<file path="config.mk">
export PLATFORM = sky130hd
export DESIGN_NAME = dcache_ctrl
export DESIGN_NICKNAME = d
export VERILOG_FILES = /design/src/rtl/dcache_ctrl.sv
export SDC_FILE = /design/constraint.sdc
export NUM_CORES = 1
export LEC_CHECK = 0
export ABC_AREA = 1
export BUFFER_PORTS_ARGS = -buffer_cell sky130_fd_sc_hd__buf_2
export CAP_MARGIN = 30
export CORE_AREA = 5 5 465 467
export CTS_CLUSTER_SIZE = 8
export DETAILED_ROUTE_END_ITERATION = 12
export DIE_AREA = 0 0 470 472
export GPL_ROUTABILITY_DRIVEN = 0
export PLACE_DENSITY = 0.3
export SETUP_SLACK_MARGIN = 0.15
export SYNTH_ARGS = -nofsm -noshare
export SYNTH_HDL_FRONTEND = slang
export SYNTH_SLANG_ARGS = --single-unit
</file>
<file path="constraint.sdc">
create_clock -name clk_i -period 6.84 [get_ports clk_i]
set_input_delay 1.71 -clock clk_i [delete_from_list [all_inputs] [get_ports clk_i]]
set_output_delay 1.71 -clock clk_i [all_outputs]
set_load 0.05 [all_outputs]
</file>
<file path="src/rtl/dcache_ctrl.sv">
// dcache_ctrl: blocking write-back data cache controller with LRU victim write-back and line refill.
// Optional hit/miss counters are compiled in with DCACHE_CTRL_PERF_EN.
module dcache_ctrl #(
    parameter int TAG_W = 23,
    parameter int IDX_W = 4
) (
    input  logic               clk_i,
    input  logic               rst_ni,
    input  logic               cpu_req_i,
    input  logic               cpu_we_i,
    input  logic [31:0]        cpu_addr_i,
    input  logic [31:0]        cpu_data_i,
    output logic [31:0]        cpu_data_o,
    output logic               cpu_stall_o,
    output logic               mem_enable_o,
    output logic               mem_write_o,
    output logic [31:0]        mem_addr_o,
    output logic [255:0]       mem_data_o,
    input  logic [255:0]       mem_data_i,
    input  logic               mem_ack_i,
    output logic               sram_enable_o,
    output logic               sram_write_o,
    output logic [IDX_W-1:0]   sram_addr_o,
    output logic [TAG_W+1:0]   sram_tag_o,
    output logic [255:0]       sram_data_o,
    input  logic [TAG_W+1:0]   sram_tag_i,
    input  logic [255:0]       sram_data_i,
`ifdef DCACHE_CTRL_PERF_EN
    output logic [31:0]        hit_cnt_o,
    output logic [31:0]        miss_cnt_o,
`endif
    input  logic               sram_hit_i
);
    typedef enum logic [2:0] {IDLE, MISS, WRITEBACK, ALLOCATE, REFILL} state_t;
    state_t state_q, state_d;
    logic [TAG_W-1:0] tag_q;
    logic [IDX_W-1:0] idx_q;
    logic [TAG_W+1:0] vtag_q;
    logic [255:0] line_q, wline;
    logic idle, hit, miss, wr_hit, unused;
    logic [7:0] word_sel;
    assign unused = ^cpu_addr_i[1:0];
    assign idle = state_q == IDLE;
    assign hit = idle & cpu_req_i & sram_hit_i;
    assign miss = idle & cpu_req_i & ~sram_hit_i;
    assign wr_hit = hit & cpu_we_i;
    assign word_sel = {cpu_addr_i[4:2], 5'b0};
    // line_q holds the victim until write-back completes, then the refill line
    always_ff @(posedge clk_i or negedge rst_ni) begin
        if (!rst_ni) begin
            state_q <= IDLE;
            tag_q <= '0;
            idx_q <= '0;
            vtag_q <= '0;
            line_q <= '0;
        end else begin
            state_q <= state_d;
            if (miss) begin
                tag_q <= cpu_addr_i[31:IDX_W+5];
                idx_q <= cpu_addr_i[IDX_W+4:5];
                vtag_q <= sram_tag_i;
                line_q <= sram_data_i;
            end
            if (state_q == ALLOCATE && mem_ack_i) line_q <= mem_data_i;
        end
    end
    always_comb begin
        state_d = state_q;
        case (state_q)
            IDLE:      state_d = miss ? MISS : IDLE;
            MISS:      state_d = vtag_q[TAG_W+1:TAG_W] == 2'b11 ? WRITEBACK : ALLOCATE;
            WRITEBACK: state_d = mem_ack_i ? ALLOCATE : WRITEBACK;
            ALLOCATE:  state_d = mem_ack_i ? REFILL : ALLOCATE;
            REFILL:    state_d = IDLE;
            default:   state_d = IDLE;
        endcase
    end
    always_comb begin
        wline = sram_data_i;
        wline[word_sel +: 32] = cpu_data_i;
    end
    assign cpu_stall_o = ~idle | miss;
    assign cpu_data_o = hit ? sram_data_i[word_sel +: 32] : '0;
    assign mem_enable_o = state_q == WRITEBACK || state_q == ALLOCATE;
    assign mem_write_o = state_q == WRITEBACK;
    assign mem_addr_o = state_q == WRITEBACK ? {vtag_q[TAG_W-1:0], idx_q, 5'b0} :
                        state_q == ALLOCATE  ? {tag_q, idx_q, 5'b0} : '0;
    assign mem_data_o = line_q;
    assign sram_enable_o = (idle & cpu_req_i) | state_q == REFILL;
    assign sram_write_o = wr_hit | state_q == REFILL;
    assign sram_addr_o = idle ? cpu_addr_i[IDX_W+4:5] : idx_q;
    assign sram_tag_o = state_q == REFILL ? {2'b10, tag_q} :
                        (idle & cpu_req_i) ? {{2{wr_hit}}, cpu_addr_i[31:IDX_W+5]} : '0;
    assign sram_data_o = state_q == REFILL ? line_q : wr_hit ? wline : '0;
`ifdef DCACHE_CTRL_PERF_EN
    logic replay_q;
    // the first IDLE cycle after REFILL is the replayed request, not a new access
    always_ff @(posedge clk_i or negedge rst_ni) begin
        if (!rst_ni) begin
            replay_q <= 1'b0;
            hit_cnt_o <= '0;
            miss_cnt_o <= '0;
        end else begin
            replay_q <= state_q == REFILL;
            if (hit && !replay_q && hit_cnt_o != '1) hit_cnt_o <= hit_cnt_o + 32'd1;
            if (miss && miss_cnt_o != '1) miss_cnt_o <= miss_cnt_o + 32'd1;
        end
    end
`endif
endmodule

</file>
==> results.md <==
* Vias per cell at approximately 4.2
* Post-synth top cells: 2,505 x nand2_1, 549 x nand3_1, 311 x dfrtp_1, 290 x inv_1, 166 x buf_2
* Vias in the first global route at 34,400
* CTS tree: built
* Initial Util at between 10% and 20%
* All-layer global routing usage at between 20% and 30%
* TritonRoute pass-1 iters at 6
* Ys flop type: dfrtp_1
* Worst slew margin at 19.3%
* Synth area leader: nand2_1
* Mean post-synth cell area at 5.65 um^2
* CTS max path bufs at 3
* Cell chain of the critical path: buf_6 -> inv_6 -> ha_1 -> ha_1 -> inv_1 -> nand3_4 -> buf_4 -> nand2_1 -> o21ai_1 -> nand2_1 -> nand2_1 -> buf_12
* CP max stage delay at around 0.42 ns
* Final hold vios at 0
* Area contributors post-synth: nand2_1 37%, dfrtp_1 31%, nand3_1 11%
* GRT overflow at 0
* Hold buffers post-CTS at 0
* Full die area at around 220,000 um^2
* Clock Sinks at 311
* Leakage power at approximately 22 nW
* Count of cell types in the netlist at 24
* Hold crit path type: reg2reg
* Final setup viols at 0
* Setup tns final at 0 ns
* Crit-path leading delay family: buffers and inverters
* Post-Syn Area at 25,400 um^2
* Max Cap Viol at 0
* Register area share after synthesis at 30.6%
* Post-synth EDFFs at 0
* Hold path start: vtag_q[22]
* Antenna viol nets, final at 0
* Total Nets Final at 6,143
* Pwr Density at 410 nW/um^2
* Reg2reg setup slack at 3.75 ns
* Rows at 169
* Syn. warnings at 0
* Clk_lat worst skew at between 0.6 and 0.7 ns
* Reg-to-Reg End: mem_data_o[44]
* H-tree levels at 2
* Initial antenna violation count at 70
* Number of port buffers at 1,209
* CTS Root Cell: clkbuf_16
* WL/cell at about 32 um
* Part of the cycle the worst path needs at 88.8%
* Via Count at 35,000
* Die H at 472 um
* Worst hold endpoint: vtag_q[22]
* Worst ir drop on vdd at 0.204 mV
* Crit Path Class: in2out
* RSZ-0062 raised after global routing: false
* TritonCTS buffer count at between 50 and 60
* Clock transition at path regs at 0.06 ns
* HPWL Detailed at 213 mm
* CP required at 5.13 ns
* WL final at between 200 and 300 mm
* Power, Total at 15.8 mW
* Period minus WS final at 6.07 ns
* Largest net degree at the start of global routing at between 150 and 200
* Core ar. at 211,000 um^2
* I/O pin count at 1,217
* Die X at 470 um
* Critical path peak fanout at 28
* Outcome: finished, final reports clean
* Arr. time, crit path at 4.36 ns
* Cells after Synth at 4,500
* CTS resizes at 0
* Initial drt markers at 3,018
* First-pass GRT wire length at 348 mm
* Worst hold path depth at 2
* Crit-path most repeated cell: nand2_1
* Nature of the critical path endpoint: primary output
* CP startpoint kind: primary input
* Synth top area share at 37.0%
* # DRC at 0
* Most frequent cell after synthesis: nand2_1
* Postcts setup bufs at 0
* Fmax at 0.165 GHz
* Fin. max-slew vios at 0
* CP bufs+invs at 5
* Worst Tran Pin Value at between 1 and 1.5 ns
* Number of synthesized register bits at 311
* Fraction of registers with async set/reset at 100%
* Proportion of layout cells with a drive suffix above 1 at 25.8%
* Final setup skew at between 0.01 and 0.015 ns
* Area Growth Syn to Fin at 51.6%
* Slowest CP cell: ha_1
* Worst-case reg-to-reg path depth at 8
* Worst r2r src: state_q[1]
cells by family (layout without fill, tap and decap cells):
logic type	Yosys count	count (layout)	synth area share (%)
and+or+nand+nor	3246	3246	51.3
other	1	25	0.0148
adders and majority gates	3	3	0.148
buffers and inverters	635	1694	11.2
DFF	311	311	30.6
AOI/OAI and AO/OA	304	304	6.73
cells in the final DEF, fill, tap and decap left out, types with 2 or more instances in the layout:
cell       count
clkbuf_16     53
inv_2         26
o21ai_0       69
buf_2       1058
nor2_1       136
nand3_1      547
clkbuf_8      10
dfrtp_1      311
nand3_4        2
clkbuf_1      13
buf_12       175
o22ai_1       23
nand4_1       34
inv_1        265
buf_8          2
nand3_2        5
nand2_1     2504
o21ai_1      148
nand2_8        2
diode_2       20
clkinv_2       5
ha_1           3
buf_4         70
nand2_2        2
conb_1         5
nand2_4        2
nor2_2         2
clkinv_1       5
nor2_4         9
o211ai_1      64
buf_16         7
worst register-to-register path, cell delays in order (launching register included):
cell and delay [ns]:
dfrtp_1 0.43, nor2_4 0.19, nand2_4 0.16, nor2_2 0.26, nand2_8 0.28, nand2_4 0.64, buf_4 0.68, nand2_1 0.28
nand2_1 0.11
worst max-delay path by stage:
stage	from	endpoint	slack [ns]	depth (start not counted)
after floorplan	cpu_addr_i[2]	sram_data_o[246]	1.15	12
after global placement	cpu_addr_i[2]	sram_data_o[225]	0.70	12
after detailed placement	cpu_addr_i[2]	sram_data_o[248]	0.72	11
after CTS	cpu_addr_i[2]	sram_data_o[225]	0.71	12
after global routing	cpu_addr_i[2]	sram_data_o[229]	0.56	12
final	cpu_addr_i[2]	sram_data_o[249]	0.77	12
routing by layer:
layer  wire (um)  global-route usage (%)  share of wire (%)
met5         154                       0              0.057
met4       10500                    7.69                3.9
met2      126000                    38.8                 47
met1      115000                    29.5                 43
met3       18100                    5.16                6.7
final cells by class:
type,instances,area [um^2]
Fill cell,24800,173000
Clock buffer,76,1510
Tap cell,2821,3530
Sequential cell,311,7780
Timing Repair Buffer,1313,9560
Antenna cell,20,50.0
Multi-Input combinational cell,3558,14900
Clock inverter,7,62.6
Inverter,298,1130
stage by stage:
stage / cell area [um^2] / instances / setup slack (ns) / utilization [%] / hold WS [ns]
floorplan: 25400 / 4504 / 1.15 / - / 0.449
global placement: 36600 / 8290 / 0.701 / 17.3 / 0.467
detailed placement: 36900 / 8301 / 0.716 / 17.5 / 0.466
CTS: 38500 / 8384 / 0.707 / 18.2 / 0.481
global route: 38500 / 8391 / 0.560 / 18.2 / 0.496
finish: 38500 / 8404 / 0.765 / 18.2 / 0.479
registers in the layout (all words and copies together), names as in the netlist:
signal	flops
mem_data_o	256
vtag_q	25
tag_q	23
idx_q	4
state_q	3
power by group:
| group | total [mW] | internal, mW | switching (mW) | leakage, nW |
|---|---|---|---|---|
| Clock | 2.68 | 1.54 | 1.15 | 0.774 |
| Combinational | 9.57 | 2.14 | 7.43 | 17.1 |
| Sequential | 3.53 | 2.72 | 0.808 | 3.90 |
| Total | 15.8 | 6.40 | 9.39 | 21.8 |
Power figures use the tool's default switching activity.
